$ cat config.mk
export PLATFORM = sky130hd
export DESIGN_NAME = melody_seq
export DESIGN_NICKNAME = d
export VERILOG_FILES = /design/src/rtl/melody_seq.sv
export SDC_FILE = /design/constraint.sdc
export NUM_CORES = 1
export LEC_CHECK = 0
export BUFFER_PORTS_ARGS = -buffer_cell sky130_fd_sc_hd__buf_2
export CAP_MARGIN = 25
export CORE_UTILIZATION = 28
export DETAILED_ROUTE_END_ITERATION = 7
export MAX_ROUTING_LAYER = met4
export PLACE_DENSITY_LB_ADDON = 0.15
export SLEW_MARGIN = 20
export SYNTH_ARGS = -nofsm -noshare
export SYNTH_HDL_FRONTEND = slang
export SYNTH_SLANG_ARGS = --single-unit
$ cat constraint.sdc
create_clock -name clk -period 3.2 [get_ports clk]
set_input_delay 0.32 -clock clk [delete_from_list [all_inputs] [get_ports clk]]
set_output_delay 0.32 -clock clk [all_outputs]
set_load 0.005 [all_outputs]
$ cat src/rtl/melody_seq.sv
// Note-memory driven melody sequencer: fetches 16-bit note words, plays each
// for its beat count against an external beat counter, with pause/stop/loop.
module melody_seq #(
  parameter int ADDR_W = 8,
  parameter int TONE_W = 12
) (
  input  logic              clk,
  input  logic              rstn,
  input  logic              start,
  input  logic              stop,
  input  logic              pause,
  input  logic              loop,
  input  logic [27:0]       tempo,
  output logic [ADDR_W-1:0] note_addr,
  output logic              note_rd,
  input  logic [15:0]       note_rdata,
  output logic [27:0]       beat_cnt_parameter,
  output logic              beat_en,
  input  logic              beat_finish,
  output logic [TONE_W-1:0] tone_div,
  output logic              tone_en,
  output logic              busy,
  output logic              done
);

  typedef enum logic [2:0] {
    S_IDLE  = 3'd0,
    S_FETCH = 3'd1,
    S_WAIT  = 3'd2,
    S_PLAY  = 3'd3,
    S_DRAIN = 3'd4
  } state_t;

  state_t              r_state;
  logic [ADDR_W-1:0]   r_ptr;
  logic [3:0]          r_beats_left;
  logic [ADDR_W-1:0]   r_note_addr;
  logic                r_note_rd;
  logic [27:0]         r_beat_cnt_parameter;
  logic                r_beat_en;
  logic [TONE_W-1:0]   r_tone_div;
  logic                r_tone_en;
  logic                r_busy;
  logic                r_done;

  logic                w_beat_counted;
  logic [ADDR_W-1:0]   w_next_ptr;
  logic [3:0]          w_note_beats;
  logic [TONE_W-1:0]   w_note_tone;

  // A beat only counts while the counter is actually enabled, so a finish
  // flag seen during pause cannot be counted twice.
  assign w_beat_counted = beat_finish && r_beat_en;
  assign w_next_ptr     = r_ptr + ADDR_W'(1);
  assign w_note_beats   = note_rdata[15:12];
  assign w_note_tone    = TONE_W'(note_rdata[11:0]);

  // Sequencer state machine; every output is a register updated here.
  always_ff @(posedge clk or negedge rstn) begin
    if (!rstn) begin
      r_state              <= S_IDLE;
      r_ptr                <= '0;
      r_beats_left         <= 4'd0;
      r_note_addr          <= '0;
      r_note_rd            <= 1'b0;
      r_beat_cnt_parameter <= 28'd0;
      r_beat_en            <= 1'b0;
      r_tone_div           <= '0;
      r_tone_en            <= 1'b0;
      r_busy               <= 1'b0;
      r_done               <= 1'b0;
    end else begin
      r_done    <= 1'b0;
      r_note_rd <= 1'b0;
      case (r_state)
        S_IDLE: begin
          if (start && !stop) begin
            r_ptr       <= '0;
            r_note_addr <= '0;
            r_note_rd   <= 1'b1;
            r_busy      <= 1'b1;
            r_state     <= S_FETCH;
          end else begin
            r_state <= S_IDLE;
          end
        end
        S_FETCH: begin
          if (stop) begin
            r_busy  <= 1'b0;
            r_state <= S_IDLE;
          end else begin
            r_state <= S_WAIT;
          end
        end
        S_WAIT: begin
          if (stop) begin
            r_busy  <= 1'b0;
            r_state <= S_IDLE;
          end else if (w_note_beats == 4'd0) begin
            if (loop) begin
              r_ptr       <= '0;
              r_note_addr <= '0;
              r_note_rd   <= 1'b1;
              r_state     <= S_FETCH;
            end else begin
              r_done  <= 1'b1;
              r_busy  <= 1'b0;
              r_state <= S_IDLE;
            end
          end else begin
            r_beats_left         <= w_note_beats;
            r_beat_cnt_parameter <= tempo;
            r_tone_div           <= w_note_tone;
            r_beat_en            <= 1'b1;
            r_tone_en            <= (w_note_tone != '0) && !pause;
            r_state              <= S_PLAY;
          end
        end
        S_PLAY: begin
          if (stop) begin
            r_tone_en <= 1'b0;
            // If the beat completes on the stop cycle the counter is already back at 0.
            if (w_beat_counted) begin
              r_beat_en <= 1'b0;
              r_busy    <= 1'b0;
              r_state   <= S_IDLE;
            end else begin
              r_beat_en <= 1'b1;
              r_state   <= S_DRAIN;
            end
          end else if (w_beat_counted && (r_beats_left == 4'd1)) begin
            r_ptr        <= w_next_ptr;
            r_note_addr  <= w_next_ptr;
            r_note_rd    <= 1'b1;
            r_beats_left <= 4'd0;
            r_beat_en    <= 1'b0;
            r_tone_en    <= 1'b0;
            r_state      <= S_FETCH;
          end else begin
            if (w_beat_counted) begin
              r_beats_left <= r_beats_left - 4'd1;
            end else begin
              r_beats_left <= r_beats_left;
            end
            r_beat_en <= !pause;
            r_tone_en <= (r_tone_div != '0) && !pause;
            r_state   <= S_PLAY;
          end
        end
        S_DRAIN: begin
          r_tone_en <= 1'b0;
          if (beat_finish) begin
            r_beat_en <= 1'b0;
            r_busy    <= 1'b0;
            r_state   <= S_IDLE;
          end else begin
            r_beat_en <= 1'b1;
            r_state   <= S_DRAIN;
          end
        end
        default: begin
          r_beat_en <= 1'b0;
          r_tone_en <= 1'b0;
          r_busy    <= 1'b0;
          r_state   <= S_IDLE;
        end
      endcase
    end
  end

  assign note_addr          = r_note_addr;
  assign note_rd            = r_note_rd;
  assign beat_cnt_parameter = r_beat_cnt_parameter;
  assign beat_en            = r_beat_en;
  assign tone_div           = r_tone_div;
  assign tone_en            = r_tone_en;
  assign busy               = r_busy;
  assign done               = r_done;

endmodule

Yosys cells after proc, flatten, opt, wreduce, memory -nomap -nowiden --
Index checks and enable logic that the tools add are counted.
Word-level totals: register bits after elaboration 60, bits in latches 0, bits in writable memories 0, memory bits (read-only) 0, input port bits 51, output and inout port bits 53, memories kept 0
Cells by class: $add $sub $neg 2, multiply operators 0, div/mod/pow operators 0, magnitude comparators 0, equality and inequality tests 19, shift-type cells 0, mux-type cells 55, bitwise gates (word level) 3, reductions and logical operators 19
Operators with widths (count):
- 8-bit two-way mux | 6
- 1-bit two-way mux | 30
- 8-bit one-hot mux with 3 select lines | 1
- 12-bit nonzero test | 2
- 2-bit != test (second input constant) | 11
- 4-bit two-way mux | 5
- 3-bit two-way mux | 5
- 3-bit one-hot mux with 5 select lines | 1
- 7-bit AND reduction | 2
- 3-bit != test (second input constant) | 3
- 8-bit by 1-bit adder with 8-bit output (second input constant) | 1
- 4-bit one-hot mux with 2 select lines | 1
- 3-bit by 2-bit equality test with 1-bit output (second input constant) | 2
- 1-bit one-hot mux with 3 select lines | 2
- 3-bit AND reduction | 2
- 1-bit logical AND | 5
- 1-bit one-hot mux with 5 select lines | 1
- 5-bit AND reduction | 1
- 4-bit by 1-bit equality test with 1-bit output (second input constant) | 1
- 4-bit logical NOT | 1
- 2-bit two-way mux | 2
- 1-bit one-hot mux with 4 select lines | 1
- 4-bit by 1-bit subtractor with 4-bit output (second input constant) | 1
- 3-bit by 1-bit equality test with 1-bit output (second input constant) | 1
- 7 further kinds | 10

Depth between registers and ports, before layout --
Gate-level depths: netlist of run 1.
depth in word-level cells 5, gate-level depth with buffers 7, gate-level depth less buffers 6

Least setup slack after synthesis of run 1 --
Ideal clock, no wire load.
path kind register to register, start reg r_beats_left[1], end reg r_note_addr[5], in the netlist note_addr[5], data arrival time 1.998 ns, data required time 3.122 ns, setup slack 1.125 ns, stages on the path, launching flop included 8, cell sequence dfrtp_1 > inv_1 > ha_1 > nand4b_4 > or4_4 > buf_6 > or4_1 > a21oi_1
On the way: longest elaborated chain between the ends 4
RTL lines:
- start, declared | RTL line 36 | logic [3:0] r_beats_left;
- start signal, assigned | RTL line 111 | r_beats_left <= w_note_beats;
- start signal, assigned | RTL line 141 | r_beats_left <= r_beats_left - 4'd1;
- start signal, assigned | RTL line 143 | r_beats_left <= r_beats_left;
- 4-bit by 1-bit equality test with 1-bit output | RTL line 131 | end else if (w_beat_counted && (r_beats_left == 4'd1)) begin
- 1-bit logical AND | RTL line 131
- 2-bit != test (no line)
- 7-bit AND reduction (no line)
- end signal, assigned | RTL line 133 | r_note_addr <= w_next_ptr;
- end, declared | RTL line 37 | logic [ADDR_W-1:0] r_note_addr;
No other way between the ends. A chain may end at the register's enable or synchronous reset.

Worst setup path in the final report of run 1 --
Same ends and word-level chain as after synthesis.

==> reports/results.ini, run 1 <==
[finish]
insertedDiodeCount = 0
final_nets = 379
drive_above_1_share = 0.524
n_fill_cell = 942
area_delta_synth_final_pct = 31.1

[sta]
layout_min_cycle_time_ns = 2.13
slew_headroom = 0.427
finClkSkew_ns = 0.00792
finalSetupTns_ns = 0
hold_slack_ns = 0.0962
clock.fmax_mhz = 469
slew_viol_final = 0
tightest_slew_ns = 0.860
setup_viol = 0
fin_crit_sh = 0.666
hold_viol = 0
rsz0062_at_grt = no

[setup_path]
path_class = register to register
cp.arrival_ns = 2.40
cp.required_ns = 3.46
cp-start-kind = register
critPathMaxFanout = 10
crit_chain = inv_1, ha_1, nand4b_4, or4_4, or4_1, a21oi_1
r2r-end = note_addr[5]
reg2reg_depth = 6
r2r-start = r_beats_left[1]
crit_buf_inv = 1
worst_setup_path_end_kind = register
cpPeakStageDelay_ns = 0.57
rrSetupSlack_ns = 1.07
cpMaxStageDelayCell = or4_4
crit_family = simple AND/OR/NAND/NOR gates

[synth]
syn_avg_cell_area_um2 = 12.5
synthCells = 220
yosysTopAreaCell = dfrtp_1
seq_area_frac_synth = 0.547
synth_seq_cells = 60
syn_area_um2 = 2750
yosys.area.top_type_share = 0.547
synth_fp_nets = 274
ys_top_cells_by_count = 60 x dfrtp_1, 41 x mux2_2, 11 x inv_1
async_flop_share = 1.00
synth.area.top_cells = dfrtp_1 55%, mux2_2 17%, nor4_1 2.3%, inv_1 1.5%, ha_1 1.4%
synth-edff-count = 0
synth_cell_types = 47
synth-main-ff-cell = dfrtp_1
synth_most_common_cell = dfrtp_1
yosysWarnings = 0

[drt]
drtAntennaViolNets = 0
drt-total-wl_um = 6470
firstDrtPassIters = 4
num_vias = 2166
viasPerCell = 4.72
drc_errors = 0
wl_per_cell_um = 14.1
initialDrtViolationCount = 29

[floorplan]
start_util = 0.293
rows = 35
die_area_um2 = 10200
top_level_ports = 104
die_y_um = 101
core_area_um2 = 9370
fp.dieW_um = 101

[clocking]
cts_tree = yes
root_buffer = clkbuf_8
ctsResizeCount = 0
clock_latency_ns = 0.33
cts_setup_buffers = 0
numCtsBuffers = 9
clock-sinks = 60
cts.clk_slew.worst_paths_ns = 0.07
cts-htree-levels = 3
cts_hold_buf = 0
clockBufferDepth = 2

[run_status]
status = finished, final reports clean

[global_routing]
grt_use_total = 0.143
antenna_found_initial = 0
grt_pass1_wl_um = 10700
grt_max_degree = 41
grt_pass1_vias = 2142
gr-total-overflow = 0

[placed_design]
dp_hpwl_um = 4640
place_congestion = 0.828
port_buffers = 103

[power]
power.density_nw_per_um2 = 723
leakagePower_uw = 0.00175
max-vdd-ir-drop_v = 0.000356

[run]
cap_violations = 0

[worst_hold_path]
min_path_type = input pin to async pin

-- logic make-up after synthesis --
kind of cell	synth area share
fa+ha+maj	0.0137
xor+xnor	0.00319
mux	0.175
simple gates	0.122
compound gates	0.103
buf+inv	0.0356
flops	0.547
-- how the worst max path moves through the flow --
stage                    startpoint           end  slack (ns)  cells after the start
detailed placement       r_state[0]  note_addr[2]        1.07                      4
global placement         r_state[0]  note_addr[5]        1.11                      4
finish              r_beats_left[1]  note_addr[5]        1.07                      6
global route             r_state[0]  note_addr[2]        0.82                      4
floorplan           r_beats_left[1]  note_addr[5]        1.12                      7
CTS                      r_state[0]  note_addr[2]        1.06                      4
-- cell usage in the layout, fill, tap and decap left out, drive strengths merged, types with 3 or more instances in the layout --
cell type and count:
mux2 41, dfrtp 60, o22ai 3, a21oi 7, buf 105, or4 3
inv 11, nor4 10, nand3 6, or3 3, nor2b 3, o21ai 7
ha 3, nor2 7, nand2 6, nor3b 3, a31o 3, clkbuf 12
-- routing by layer --
layer / vias to the layer above / GRT usage / wire length, um
met5: - / - / 0
met4: 0 / 0.0624 / 116
met3: 13 / 0.0465 / 430
met2: 80 / 0.203 / 2840
met1: 1046 / 0.184 / 3080
li1: 1027 / - / -
-- power by group --
part	switching, uW	leakage [uW]	internal (uW)
sequential	177	0.000742	1020
combinational	291	0.000908	414
clock	298	0.000102	400
total	766	0.00175	1840
-- stage by stage --
step	instances	setup slack (ns)	cell area [um^2]	power, uW	util
global placement	443	1.11	3400	1920	0.362
CTS	459	1.06	3600	2650	0.384
detailed placement	443	1.07	3400	1930	0.362
finish	459	1.07	3600	2600	0.384
global route	459	0.823	3600	2790	0.384
floorplan	220	1.12	2750	1550	-
-- state kept, by name (all words and copies together), names as in the netlist --
register,cells
note_rd,1
beat_en,1
tone_div,12
busy,1
note_addr,8
done,1
r_beats_left,4
beat_cnt_parameter,28
r_state,3
tone_en,1
-- final cells by class --
type                            instances  area [um^2]  area share
Clock buffer                           12          155      0.0431
Clock inverter                          4         47.5      0.0132
Inverter                               11         41.3      0.0115
Multi-Input combinational cell        138         1150       0.319
Sequential cell                        60         1500       0.417
Tap cell                              129          161      0.0449
Timing Repair Buffer                  105          543       0.151
Note: power is estimated with default switching activity, not from simulation.
==> inputs of run 2 (changes only) <==
Clock period 3.2 ns to 1.96 ns, I/O delays scaled along.
==> run 2 against run 1 <==
Utilization increased by 1.9 points. Clock power increased by 64%. Setup slack got worse by 1.0 ns. First-iteration DRC count up 120%. Register-to-register slack got worse by 1.0 ns. Non-clock buffer count is 18 higher. Combinational power increased by 84%. Via count rose by 3.9%. Design area is 4.9% higher. Critical path depth unchanged. Power increased by 68%. Critical path type unchanged. Highest routed layer unchanged.
==> reports/results.ini, run 2 (same netlist as run 1, synthesis figures left out) <==
[run_status]
status = finished, final reports clean

[finish]
insertedDiodeCount = 0  ; unchanged
largest_reg_flops = 28  ; unchanged
drive_above_1_share = 0.560  ; +0.0361
post-route-cell-area_um2 = 3780  ; +4.9%
final_cell_mix = 103 x buf_2, 60 x dfrtp_1, 41 x mux2_2
final_common_cell = buf_2
final_nets = 397  ; +4.7%
area_delta_synth_final_pct = 37.6

[setup_path]
cp-start-kind = register
cpPeakStageDelay_ns = 0.54  ; -0.03 ns
path_class = register to register
critPathMaxFanout = 6  ; -4
worst_setup_path_end_kind = register
cp.arrival_ns = 2.20  ; -0.20 ns
cp.required_ns = 2.23  ; -1.23 ns
crit_top_cell = or4_4
crit_chain = inv_2, ha_4, nand4b_4, or4_4, or4_4, a21oi_2
cpMaxStageDelayCell = or4_4

[power]
max-vdd-ir-drop_v = 0.000481  ; +35%
leakagePower_uw = 0.00184  ; +5.1%
power.density_nw_per_um2 = 1160  ; +60%

[floorplan]
fp.dieW_um = 101  ; unchanged
die_area_um2 = 10200  ; unchanged
start_util = 0.293  ; unchanged
top_level_ports = 104  ; unchanged
rows = 35  ; unchanged
core_area_um2 = 9370  ; unchanged
die_y_um = 101  ; unchanged

[placed_design]
dpl_worst_slack_ns = 0.0320  ; -1.03 ns
dp_hpwl_um = 4820  ; +3.8%
port_buffers = 103  ; unchanged
place_congestion = 0.788  ; -4.9%
placement.cell_area_um2 = 3530  ; +3.8%

[sta]
hold_viol = 0  ; unchanged
finClkSkew_ns = 0.0102  ; +0.00224 ns
setup_viol = 0  ; unchanged
fin_ws_ns = 0.0274  ; -1.04 ns
layout_min_cycle_time_ns = 1.93  ; -0.200 ns
tightest_slew_ns = 0.410  ; -0.450 ns
slew_viol_final = 0  ; unchanged
slew_headroom = 0.724  ; +0.297
fin_crit_sh = 0.986  ; +0.320
rsz0062_at_grt = yes
clock.fmax_mhz = 517  ; +10%

[clocking]
numCtsBuffers = 9  ; unchanged
clock_latency_ns = 0.34  ; about the same
cts.clk_slew.worst_paths_ns = 0.08  ; about the same
clockBufferDepth = 2  ; unchanged
root_buffer = clkbuf_8
cts-htree-levels = 3  ; unchanged
cts_tree = yes
clock-sinks = 60  ; unchanged

[drt]
drtAntennaViolNets = 0  ; unchanged
firstDrtPassIters = 4  ; unchanged
initialDrtViolationCount = 64  ; +120%
num_vias = 2250  ; +3.9%
viasPerCell = 4.72  ; about the same
drt-total-wl_um = 6950  ; +7.5%
wl_per_cell_um = 14.6  ; +3.5%
drc_errors = 0  ; unchanged

[global_routing]
grt_max_degree = 61  ; +49%
grt_pass1_vias = 2341  ; +9.3%
gr-total-overflow = 0  ; unchanged
grt_use_total = 0.150  ; +0.00753
grt_pass1_wl_um = 11300  ; +6.3%
antenna_found_initial = 0  ; unchanged

[run]
cap_violations = 0  ; unchanged

[worst_hold_path]
min_path_type = input pin to register

## run 2: per-stage QoR
step | total power, uW | hold WS (ns) | cells | setup TNS [ns] | utilization
after floorplan | 2550 | -0.0996 | 220 | 0 | -
after global placement | 3210 | 0.239 | 457 | 0 | 0.376
after detailed placement | 3230 | 0.234 | 457 | 0 | 0.376
after CTS | 4430 | 0.0293 | 474 | 0 | 0.399
after global routing | 4680 | 0.0455 | 477 | -0.0562 | 0.403
final | 4370 | 0.0536 | 477 | 0 | 0.403
## run 2: what timing repair did
item                                   in CTS  in global routing
gates resized for setup                     0                  4
setup endpoints to repair                   0                  2
hold buffers                                1                  0
endpoints found under the hold margin      60                  0
buffers inserted                            0                  3
## run 2: final timing paths
| kind | cells past startpoint | slack [ns] | to | from |
|---|---|---|---|---|
| worst min register to register | 1 | 0.50 | tone_en | tone_en |
| max in group asynchronous | 3 | 1.26 | beat_en | rstn |
| worst max-delay path | 6 | 0.03 | note_addr[5] | r_beats_left[1] |
| worst max register to register | 6 | 0.03 | note_addr[5] | r_beats_left[1] |
| worst min-delay path | 2 | 0.05 | done | loop |
| min in group asynchronous | 3 | 0.39 | busy | rstn |
## run 2: layer usage
metal | share of wire | vias to the layer above | global-route usage | routed length (um)
met3 | 0.062 | 5 | 0.0437 | 431
met1 | 0.48 | 1105 | 0.187 | 3320
met5 | 0 | - | - | 0
li1 | - | 1062 | - | -
met2 | 0.45 | 78 | 0.234 | 3160
met4 | 0.0053 | 0 | 0.0502 | 37
## run 2: final cells by class
cell class / instances / area (um^2)
clock buffers: 10 / 128
clock inverters: 6 / 72.6
fillers: 946 / 5600
inverters: 11 / 41.3
multi-input cells: 138 / 1170
flip-flops and latches: 60 / 1500
well taps: 129 / 161
repair buffers: 123 / 697
## run 2: worst max-delay path: cells and delay by family, from the launching register on
family,cells,cell delay (ns)
fa+ha+maj,1,0.13
compound gates,1,0.14
flops,1,0.40
simple gates,3,1.13
buf+inv,1,0.08
## run 2: power breakdown
| group | total [uW] | internal [uW] | switching (uW) | leakage (uW) |
|---|---|---|---|---|
| sequential | 1930 | 1670 | 258 | 0.000742 |
| clock | 1140 | 601 | 539 | 0.0000975 |
| combinational | 1300 | 759 | 542 | 0.00100 |
==> inputs of run 3 (changes only) <==
Settings changed: CORE_UTILIZATION 28 to 44, SETUP_SLACK_MARGIN set to 0.5, SKIP_LAST_GASP set to 1.
==> run 3 against run 2 <==
Hold slack improved by 0.033 ns. Sequential share of layout area decreased by 4.7 points. Die area decreased by 36%. Non-clock buffer count increased by 13. Clock skew decreased by 0.0024 ns. Sequential cell count unchanged. Maximum frequency increased by 2.3%. Final cell count decreased by 7.3%. Design area increased by 14%. Via count increased by 3.7%. Clock power increased by 11%. Power increased by 9.6%. Critical endpoint is now note_addr[3]. Largest cell class is now multi-input gates.
==> reports/results.ini, run 3 (same netlist as run 1, synthesis figures left out) <==
[clocking]
clockBufferDepth = 2  ; unchanged
cts_tree = yes
clock_latency_ns = 0.33  ; about the same
cts.clk_slew.worst_paths_ns = 0.07  ; about the same
numCtsBuffers = 9  ; unchanged
cts-htree-levels = 3  ; unchanged
root_buffer = clkbuf_8
clock-sinks = 60  ; unchanged

[drt]
initialDrtViolationCount = 95  ; +48%
drc_errors = 0  ; unchanged
num_vias = 2333  ; +3.7%
wl_per_cell_um = 16.5  ; +14%
viasPerCell = 5.28  ; +12%
firstDrtPassIters = 4  ; unchanged
drt-total-wl_um = 7320  ; +5.2%
drtAntennaViolNets = 0  ; unchanged

[setup_path]
reg2reg_depth = 7  ; +1
cpMaxStageDelayCell = or4_4
crit_chain = inv_2, ha_4, nand4b_4, or4_4, buf_4, or3_1, a21oi_2
cp.required_ns = 2.22  ; about the same
crit_start = r_beats_left[1]
r2r-end = note_addr[3]
cp.depth = 7  ; +1
critPathMaxFanout = 4  ; -2
crit_family = simple AND/OR/NAND/NOR gates
cp.arrival_ns = 2.15  ; -0.05 ns
cpPeakStageDelay_ns = 0.46  ; -0.08 ns
crit_buf_inv = 2  ; +1
worst_setup_path_end_kind = register
rrSetupSlack_ns = 0.07  ; +0.04 ns
cp-start-kind = register
endpoint = note_addr[3]
path_class = register to register
r2r-start = r_beats_left[1]

[placed_design]
dp_hpwl_um = 4510  ; -6.4%
placement.cell_area_um2 = 3540  ; +0.32%
dpl_worst_slack_ns = 0.0600  ; +0.0281 ns
place_congestion = 0.784  ; -0.41%
port_buffers = 103  ; unchanged

[worst_hold_path]
min_path_cells = 2  ; unchanged
min_path_type = input pin to register

[sta]
slew_viol_final = 0  ; unchanged
layout_min_cycle_time_ns = 1.89  ; -0.0430 ns
rsz0062_at_grt = yes
clock.fmax_mhz = 529  ; +2.3%
tightest_slew_ns = 0.492  ; +0.0816 ns
fin_ws_ns = 0.0704  ; +0.0430 ns
fin_crit_sh = 0.964  ; -0.0219
finClkSkew_ns = 0.00772  ; -0.00244 ns
setup_viol = 0  ; unchanged
hold_viol = 0  ; unchanged
finalSetupTns_ns = 0  ; unchanged
slew_headroom = 0.672  ; -0.0519

[finish]
seqCellArea_um2 = 1510  ; +0.25%
largest_reg_flops = 28  ; unchanged
final_nets = 417  ; +5.0%
insertedDiodeCount = 0  ; unchanged
utilization = 0.720  ; +0.317
area_delta_synth_final_pct = 56.3
n_fill_cell = 439  ; -54%
multiInputGateArea_um2 = 1560  ; +32%
final_cell_mix = 103 x buf_2, 57 x dfrtp_1, 21 x mux2_4
drive_above_1_share = 0.649  ; +0.0882
final_common_cell = buf_2
post-route-cell-area_um2 = 4290  ; +14%

[global_routing]
grt_use_total = 0.241  ; +0.0906
gr-total-overflow = 0  ; unchanged
antenna_found_initial = 0  ; unchanged
grt_pass1_wl_um = 11200  ; -1.5%
grt_max_degree = 28  ; -54%
grt_pass1_vias = 2273  ; -2.9%

[power]
power.share.combinational = 0.327  ; +0.029
pwr-share-clk = 0.263  ; +0.002
power.switching_uw = 1400  ; +4.8%
leakagePower_uw = 0.00212  ; +15%
max-vdd-ir-drop_v = 0.000694  ; +44%
power_uw = 4790  ; +9.6%
seqPwrFrac = 0.410  ; -0.031
cell_internal_pwr_uw = 3390  ; +12%
power.density_nw_per_um2 = 1120  ; -3.5%
swShare = 0.293  ; -0.0136

[run_status]
status = finished, final reports clean

[floorplan]
start_util = 0.461  ; +0.168
rows = 28  ; -20%
die_y_um = 81.0  ; -20%
die_area_um2 = 6560  ; -36%
core_area_um2 = 5960  ; -36%
top_level_ports = 104  ; unchanged
fp.dieW_um = 81.0  ; -20%

[run]
cap_violations = 0  ; unchanged

-- run 3: what timing repair did --
action                     CTS  global route
gates resized for setup     25            18
hold buffers                 1             0
pin swaps                   12             5
setup endpoints to repair   56            57
cloned                       7             0
hold endpoints to repair    18             0
setup buffers               20             2
-- run 3: worst min path at each step --
stage	start	to	slack, ns
after floorplan	rstn	beat_cnt_parameter[0]	-0.1
after global placement	rstn	note_addr[3]	0.20
after detailed placement	rstn	note_addr[5]	0.19
after CTS	tempo[6]	beat_cnt_parameter[6]	0.07
after global routing	tempo[26]	beat_cnt_parameter[26]	0.08
final	tempo[23]	beat_cnt_parameter[23]	0.09
-- run 3: area by class of cell --
| class | instances | area share |
|---|---|---|
| sequential | 60 | 0.351 |
| tap | 75 | 0.0219 |
| timing repair buffer | 136 | 0.203 |
| clock buffer | 11 | 0.0353 |
| clock inverter | 4 | 0.0169 |
| multi-input combinational | 145 | 0.362 |
| inverter | 11 | 0.00962 |
-- run 3: metrics by stage --
step,cells,hold WS (ns)
global placement,397,0.199
floorplan,220,-0.0996
CTS,440,0.0723
finish,442,0.0865
global route,442,0.0770
detailed placement,397,0.193
-- run 3: worst reg2reg max path: stages (launching register included) --
cell and delay (ns):
dfrtp_1 0.39, inv_2 0.09, ha_4 0.14, nand4b_4 0.10
or4_4 0.46, buf_4 0.17, or3_1 0.33, a21oi_2 0.14
-- run 3: per-layer routing --
layer	share of wire	global-route usage
met2	0.49	0.367
met5	0	-
met1	0.45	0.312
met4	0.016	0.113
met3	0.046	0.0416
-- run 3: power groups by stage --
stage | combinational, uW | clock [uW] | sequential, uW
global placement | 1320 | 0 | 1960
detailed placement | 1360 | 0 | 1980
CTS | 1500 | 1280 | 1960
finish | 1560 | 1260 | 1970
global route | 1720 | 1330 | 2030
floorplan | 712 | 0 | 1990
